===== config.mk =====
export PLATFORM = sky130hd
export DESIGN_NAME = signed_calc_seq
export DESIGN_NICKNAME = d
export VERILOG_FILES = /design/src/rtl/signed_calc_seq.sv
export SDC_FILE = /design/constraint.sdc
export NUM_CORES = 1
export LEC_CHECK = 0
export ABC_AREA = 1
export CORE_MARGIN = 4
export CORE_UTILIZATION = 29
export DETAILED_ROUTE_END_ITERATION = 10
export PLACE_DENSITY = 0.57
export REMOVE_ABC_BUFFERS = 1
export SYNTH_ARGS = -nofsm -noshare
export SYNTH_HDL_FRONTEND = slang
export SYNTH_SLANG_ARGS = --single-unit
export TNS_END_PERCENT = 50

===== constraint.sdc =====
create_clock -name i_clk -period 2.7 [get_ports i_clk]
set_input_delay 0.54 -clock i_clk [delete_from_list [all_inputs] [get_ports i_clk]]
set_output_delay 0.54 -clock i_clk [all_outputs]
set_load 0.05 [all_outputs]

===== src/rtl/signed_calc_seq.sv =====
// Sequential shift-and-add evaluator of f = CA*a - CB*b with valid/ready on both sides.
// Define SIGNED_CALC_SEQ_PASS_EN to let DONE retire a result and accept new operands on the same edge.
module signed_calc_seq #(
   parameter int          DW = 5,
   parameter int          CW = 4,
   parameter int unsigned CA = 6,
   parameter int unsigned CB = 11
) (
   input  logic                 i_clk,
   input  logic                 i_rst,
   input  logic                 i_valid,
   output logic                 o_ready,
   input  logic [DW-1:0]        i_as,
   input  logic [DW-1:0]        i_bs,
   output logic                 o_valid,
   input  logic                 i_ready,
   output logic [DW+CW:0]       o_fs,
   output logic                 o_busy
);

   localparam int RW = DW + CW + 1;
   localparam int NW = (CW > 1) ? $clog2(CW) : 1;
   localparam logic [CW-1:0] CA_BITS = CW'(CA);
   localparam logic [CW-1:0] CB_BITS = CW'(CB);

   typedef enum logic [1:0] {S_IDLE, S_CALC, S_DONE} state_t;

   state_t                r_state;
   state_t                w_state_next;
   logic                  w_load;
   logic signed [RW-1:0]  r_acc;
   logic signed [RW-1:0]  r_a;
   logic signed [RW-1:0]  r_b;
   logic        [RW-1:0]  r_fs;
   logic        [NW-1:0]  r_cnt;
   logic                  w_last;
   logic signed [RW-1:0]  w_term_a;
   logic signed [RW-1:0]  w_term_b;
   logic signed [RW-1:0]  w_acc_next;

   assign w_last     = (r_cnt == NW'(CW - 1));
   assign w_term_a   = CA_BITS[r_cnt] ? (r_a <<< r_cnt) : '0;
   assign w_term_b   = CB_BITS[r_cnt] ? (r_b <<< r_cnt) : '0;
   assign w_acc_next = r_acc + w_term_a - w_term_b;
   assign o_fs       = r_fs;

   always_ff @(posedge i_clk or posedge i_rst) begin
      if (i_rst) begin
         r_state <= S_IDLE;
      end else begin
         r_state <= w_state_next;
      end
   end

   always_comb begin
      w_state_next = r_state;
      w_load       = 1'b0;
      o_ready      = 1'b0;
      o_valid      = 1'b0;
      o_busy       = 1'b0;
      case (r_state)
         S_IDLE: begin
            o_ready = 1'b1;
            if (i_valid) begin
               w_load       = 1'b1;
               w_state_next = S_CALC;
            end
         end
         S_CALC: begin
            o_busy = 1'b1;
            if (w_last) begin
               w_state_next = S_DONE;
            end
         end
         S_DONE: begin
            o_valid = 1'b1;
`ifdef SIGNED_CALC_SEQ_PASS_EN
            // Result retires and the next pair is taken on the same edge.
            o_ready = i_ready;
            if (i_ready) begin
               if (i_valid) begin
                  w_load       = 1'b1;
                  w_state_next = S_CALC;
               end else begin
                  w_state_next = S_IDLE;
               end
            end
`else
            if (i_ready) begin
               w_state_next = S_IDLE;
            end
`endif
         end
         default: begin
            w_state_next = S_IDLE;
         end
      endcase
   end

   always_ff @(posedge i_clk or posedge i_rst) begin
      if (i_rst) begin
         r_acc <= '0;
         r_a   <= '0;
         r_b   <= '0;
         r_fs  <= '0;
         r_cnt <= '0;
      end else if (w_load) begin
         r_a   <= {{(CW+1){i_as[DW-1]}}, i_as};
         r_b   <= {{(CW+1){i_bs[DW-1]}}, i_bs};
         r_acc <= '0;
         r_cnt <= '0;
      end else if (r_state == S_CALC) begin
         r_acc <= w_acc_next;
         r_cnt <= r_cnt + NW'(1);
         // o_fs only moves when the final sum is known, so it holds through CALC.
         if (w_last) begin
            r_fs <= w_acc_next;
         end
      end
   end

endmodule


==> flow_summary.toml, run 1 <==
[outcome]
outcome = "completed"

[global_route]
gr-total-overflow = 0
grt_pass1_wl_um = 9870
grt_antenna_before_repair = 0
grt_pass1_vias = 2149
grt_max_degree = 35
track_usage = 0.127

[finish]
synthToLayoutAreaGrowth_pct = 34.9
layoutNonFillerInstCount = 463
drive_gt1_frac = 0.224
final_util = 0.407
nNetsFinal = 396
diodes = 0

[place]
place_hpwl_um = 4250
dp_slack_ns = -0.242
place_inst = 456
gp_congestion = 0.872
port_buffers = 26

[synthesis]
synthArstFlopShare = 1.00
yosysMostFrequentCell = "nand2_1"
ys_warn_count = 0
ys_seq_elements = 34
yosys.area.top_type = "dfrtp_1"
synth-seq-area-share = 0.360
yosys-top-cells-area = "dfrtp_1 36%, nand2_1 16%, inv_1 9.7%"
avgSynthCellArea_um2 = 7.42
synth_top_area_frac = 0.360
synth_edf_count = 0
synth_cell_types = 29
synth_ff_type = "dfrtp_1"
netlist_instances = 319
syn_area_um2 = 2370
yosys-top-cells-count = "98 x nand2_1, 61 x inv_1, 34 x dfrtp_1"

[die]
design.core.area_um2 = 7850
die_w_um = 98.3
dieHeight_um = 98.3
rows = 32
num_io_pins = 27
dieArea_um2 = 9670
start_util = 0.301

[setup_path]
rrSetupSlack_ns = 0.0007
start_kind = "flip-flop"
r2r_start = "r_cnt[1]"
cpMaxStageDelayCell = "fa_1"
worstReg2RegEnd = "r_acc[6]"
worstPathRequired_ns = 2.89
end_kind = "flip-flop"
cp-endpoint = "r_acc[6]"
max_stage_delay_ns = 0.49
cp.arrival_ns = 2.89
critical_path.max_fanout = 5
path_cells = "ha_4, nor2_4, inv_2, o22ai_2, inv_1, fa_1, inv_2, ha_4, buf_6, nand2_4, inv_2, nand4_1, nand3_1, nand2_2, nand3_2, o21ai_2"
cp_common_cell = "inv_2"
r2r_cells = 16
path_class = "reg2reg"
crit_start = "r_cnt[1]"

[timing]
final.setup.worst_slack_ns = 0.000686
slew_headroom = 0.666
post-route-min-period_ns = 2.70
worstMarginPinSlew_ns = 0.499
skew_ns = 0.0107
fin_setup_tns_ns = 0
max_freq_ghz = 0.370
finalHoldViolCount = 0
setup_viol_count_final = 0
slew_viol_final = 0
fin_crit_sh = 1.00
rsz0062_at_grt = "yes"

[routing]
vias = 2066
route.detailed.drc = 0
dr.pass1.iters = 4
drtIter0Drc = 90
postRouteAntennaNets = 0
routedWlPerCell_um = 12.0
wl_um = 5550
vias_per_cell = 4.46

[cts]
clk_root_buffer_cell = "clkbuf_8"
htree_levels = 2
hold_buffers = 0
clock_latency_ns = 0.30
clk_pin_slew_worst_paths_ns = 0.08
clock_sinks = 34
cts_tree = "done"
cts-buffers-inserted = 5
ctsLongestPathBuffers = 2

[job]
maxCapViolations = 0

[hold_path]
hold_path_class = "reg2reg"
-- per-stage QoR --
step | hold slack, ns | area (um^2)
floorplan | 0.449 | 2340
global placement | 0.453 | 2820
detailed placement | 0.468 | 2820
CTS | 0.486 | 3030
global route | 0.507 | 3190
finish | 0.476 | 3190
-- cells in the final DEF (no fill, tap or decap), drive strengths merged, types with 3 or more instances in the layout --
cell           count
fa                 9
nor2              21
buf               13
dfrtp             34
o21ai             26
nand4              3
ha                12
clkbuf             6
nand2             99
clkdlybuf4s50     26
a21oi              5
inv               66
o22ai             10
nand3             20
nand3b             3
-- state kept, by name (all words and copies together) (netlist names) --
signal   flops
r_b          5
r_acc       10
r_cnt        2
o_fs        10
r_state      2
r_a          5
-- worst max-delay path, delay by kind of cell, from the launching register on --
family                     cells  cell delay [ns]
AOI/OAI and AO/OA              2             0.18
adders and majority gates      3             1.07
buffers and inverters          5             0.34
DFF                            1             0.42
and+or+nand+nor                6             0.58
-- routing by layer --
metal | share of wire | track usage
met5 | 0 | 0
met4 | 0.025 | 0.0515
met3 | 0.039 | 0.0257
met2 | 0.46 | 0.205
met1 | 0.47 | 0.165
-- kinds of logic after synthesis --
family                   after synthesis  synth area share
AND/OR/NAND/NOR                      148             0.273
buffers and inverters                 70             0.117
AO/OA/AOI/OAI                         43            0.0984
flip-flops                            34             0.360
adder cells (fa/ha/maj)               21             0.140
XOR/XNOR                               2           0.00740
multiplexers                           1           0.00423
-- how the worst min path moves through the flow --
stage               startpoint  depth (start not counted)       end
floorplan             r_acc[8]                          2  r_acc[8]
global placement       o_fs[2]                          2   o_fs[2]
detailed placement     o_fs[4]                          2   o_fs[4]
CTS                    o_fs[2]                          2   o_fs[2]
global route           o_fs[4]                          2   o_fs[4]
finish                 o_fs[2]                          2   o_fs[2]
-- area by class of cell --
class                           count  area (um^2)
Multi-Input combinational cell    215         1490
Clock inverter                      1         30.0
Sequential cell                    34          851
Fill cell                         822         4660
Clock buffer                        6         82.6
Inverter                           66          250
Tap cell                          102          128
Timing Repair Buffer               39          362
-- repair_timing --
action                     4_1_cts  5_1_grt
setup endpoints to repair       16       14
gates resized for setup         18       44
buffers inserted                 0        0
pin swaps                        9       17
Power of run 1 is left out: the tool's default activity adds up to more than one toggle a clock period on the data nets, which glitch-free logic cannot reach.
==> run 2: changes to the inputs <==
SLEW_MARGIN = 25   (was default)
==> results of run 2 <==
No change in the layout: final DEF, timing and power equal those of run 1.
Power of run 2 is left out for the same reason.
==> run 3: changes to the inputs <==
SKIP_CTS_REPAIR_TIMING = 1   (was default)
==> flow_summary.toml, run 3 (same netlist as run 1, synthesis figures left out) <==
[outcome]
outcome = "finished, violations left"
violations = "setup timing"

[cts]
cts_tree = "done"
htree_levels = 2
clk_root_buffer_cell = "clkbuf_8"
ctsLongestPathBuffers = 2
cts-buffers-inserted = 5
clk_pin_slew_worst_paths_ns = 0.08
clock_latency_ns = 0.29
clock_sinks = 34

[setup_path]
path_class = "reg2reg"
critical_path.max_fanout = 5
rrSetupSlack_ns = -0.03
r2r_cells = 15
worstReg2RegEnd = "r_acc[9]"
r2r_start = "r_cnt[1]"
start_kind = "flip-flop"
worstPathRequired_ns = 2.94
cp.arrival_ns = 2.96
end_kind = "flip-flop"

[hold_path]
min-delay-start = "o_fs[4]"
hold_path_class = "reg2reg"
worstHoldEndpoint = "o_fs[4]"
min_delay_path_depth = 2

[timing]
slew_headroom = 0.666
worstMarginPinSlew_ns = 0.499
fin_crit_sh = 1.01
fin_setup_tns_ns = -0.0455
slew_viol_final = 0
rsz0062_at_grt = "yes"
max_freq_ghz = 0.367
final.setup.worst_slack_ns = -0.0270
finalHoldViolCount = 0
post-route-min-period_ns = 2.73
setup_viol_count_final = 3
skew_ns = 0.00989

[place]
dpl_cell_area_um2 = 2820
place_hpwl_um = 4250
dp_slack_ns = -0.242
port_buffers = 26
place_inst = 456
gp_congestion = 0.872

[global_route]
grt_max_degree = 35
grt_antenna_before_repair = 0
track_usage = 0.124
grt_pass1_vias = 2108
gr-total-overflow = 0
grt_pass1_wl_um = 9670

[finish]
synthToLayoutAreaGrowth_pct = 37.5
final_common_cell = "nand2_1"
nNetsFinal = 396
drive_gt1_frac = 0.260
nFillCells = 807
layoutNonFillerInstCount = 463
layout_common_cells = "81 x nand2_1, 51 x inv_1, 34 x dfrtp_1"
diodes = 0
fin_area_um2 = 3250

[routing]
dr.pass1.iters = 5
drtIter0Drc = 108
vias = 2087
wl_um = 5710
routedWlPerCell_um = 12.3
postRouteAntennaNets = 0
route.detailed.drc = 0
vias_per_cell = 4.51

[die]
design.core.area_um2 = 7850
rows = 32
dieArea_um2 = 9670
die_w_um = 98.3
num_io_pins = 27
dieHeight_um = 98.3
start_util = 0.301

[job]
maxCapViolations = 0
[run 3: cell type report]
cell class | count | area, um^2 | area share
flip-flops and latches | 34 | 851 | 0.261
clock buffers | 6 | 82.6 | 0.0254
multi-input cells | 215 | 1550 | 0.476
inverters | 66 | 250 | 0.0769
well taps | 102 | 128 | 0.0392
clock inverters | 1 | 30.0 | 0.00923
repair buffers | 39 | 365 | 0.112
[run 3: per-stage QoR]
stage               hold slack [ns]   util
floorplan                     0.449      -
global placement              0.453  0.360
detailed placement            0.468  0.360
CTS                           0.486  0.374
global route                  0.507  0.415
finish                        0.481  0.415
[run 3: worst max-delay path, stage by stage, from the launching register on]
cell and delay (ns):
dfrtp_1 0.42, ha_4 0.28, nor2_4 0.12, inv_2 0.07
or2_4 0.26, fa_2 0.60, inv_2 0.05, ha_4 0.27
nand2_4 0.05, nor2_4 0.10, nand2_2 0.07, nand3_2 0.07
nand2_1 0.05, nand3_1 0.09, nand3_1 0.09, nand2_1 0.07
[run 3: worst max path at each step]
stage               startpoint        to  slack (ns)  cells after the start
global placement      r_cnt[0]  r_acc[4]       -0.16                     14
detailed placement    r_cnt[0]  r_acc[7]       -0.24                     15
CTS                   r_cnt[0]  r_acc[7]       -0.27                     15
finish                r_cnt[1]  r_acc[9]       -0.03                     15
global route          r_cnt[0]   o_fs[9]       -0.18                     16
floorplan             r_cnt[0]  r_acc[4]       -0.38                     14
[run 3: metal layers]
layer,vias to the layer above,part of all wire,track usage
li1,1076,-,-
met1,955,0.47,0.163
met2,44,0.47,0.205
met3,12,0.037,0.0257
met4,0,0.016,0.0410
met5,-,0,0
Power of run 3 is left out for the same reason.
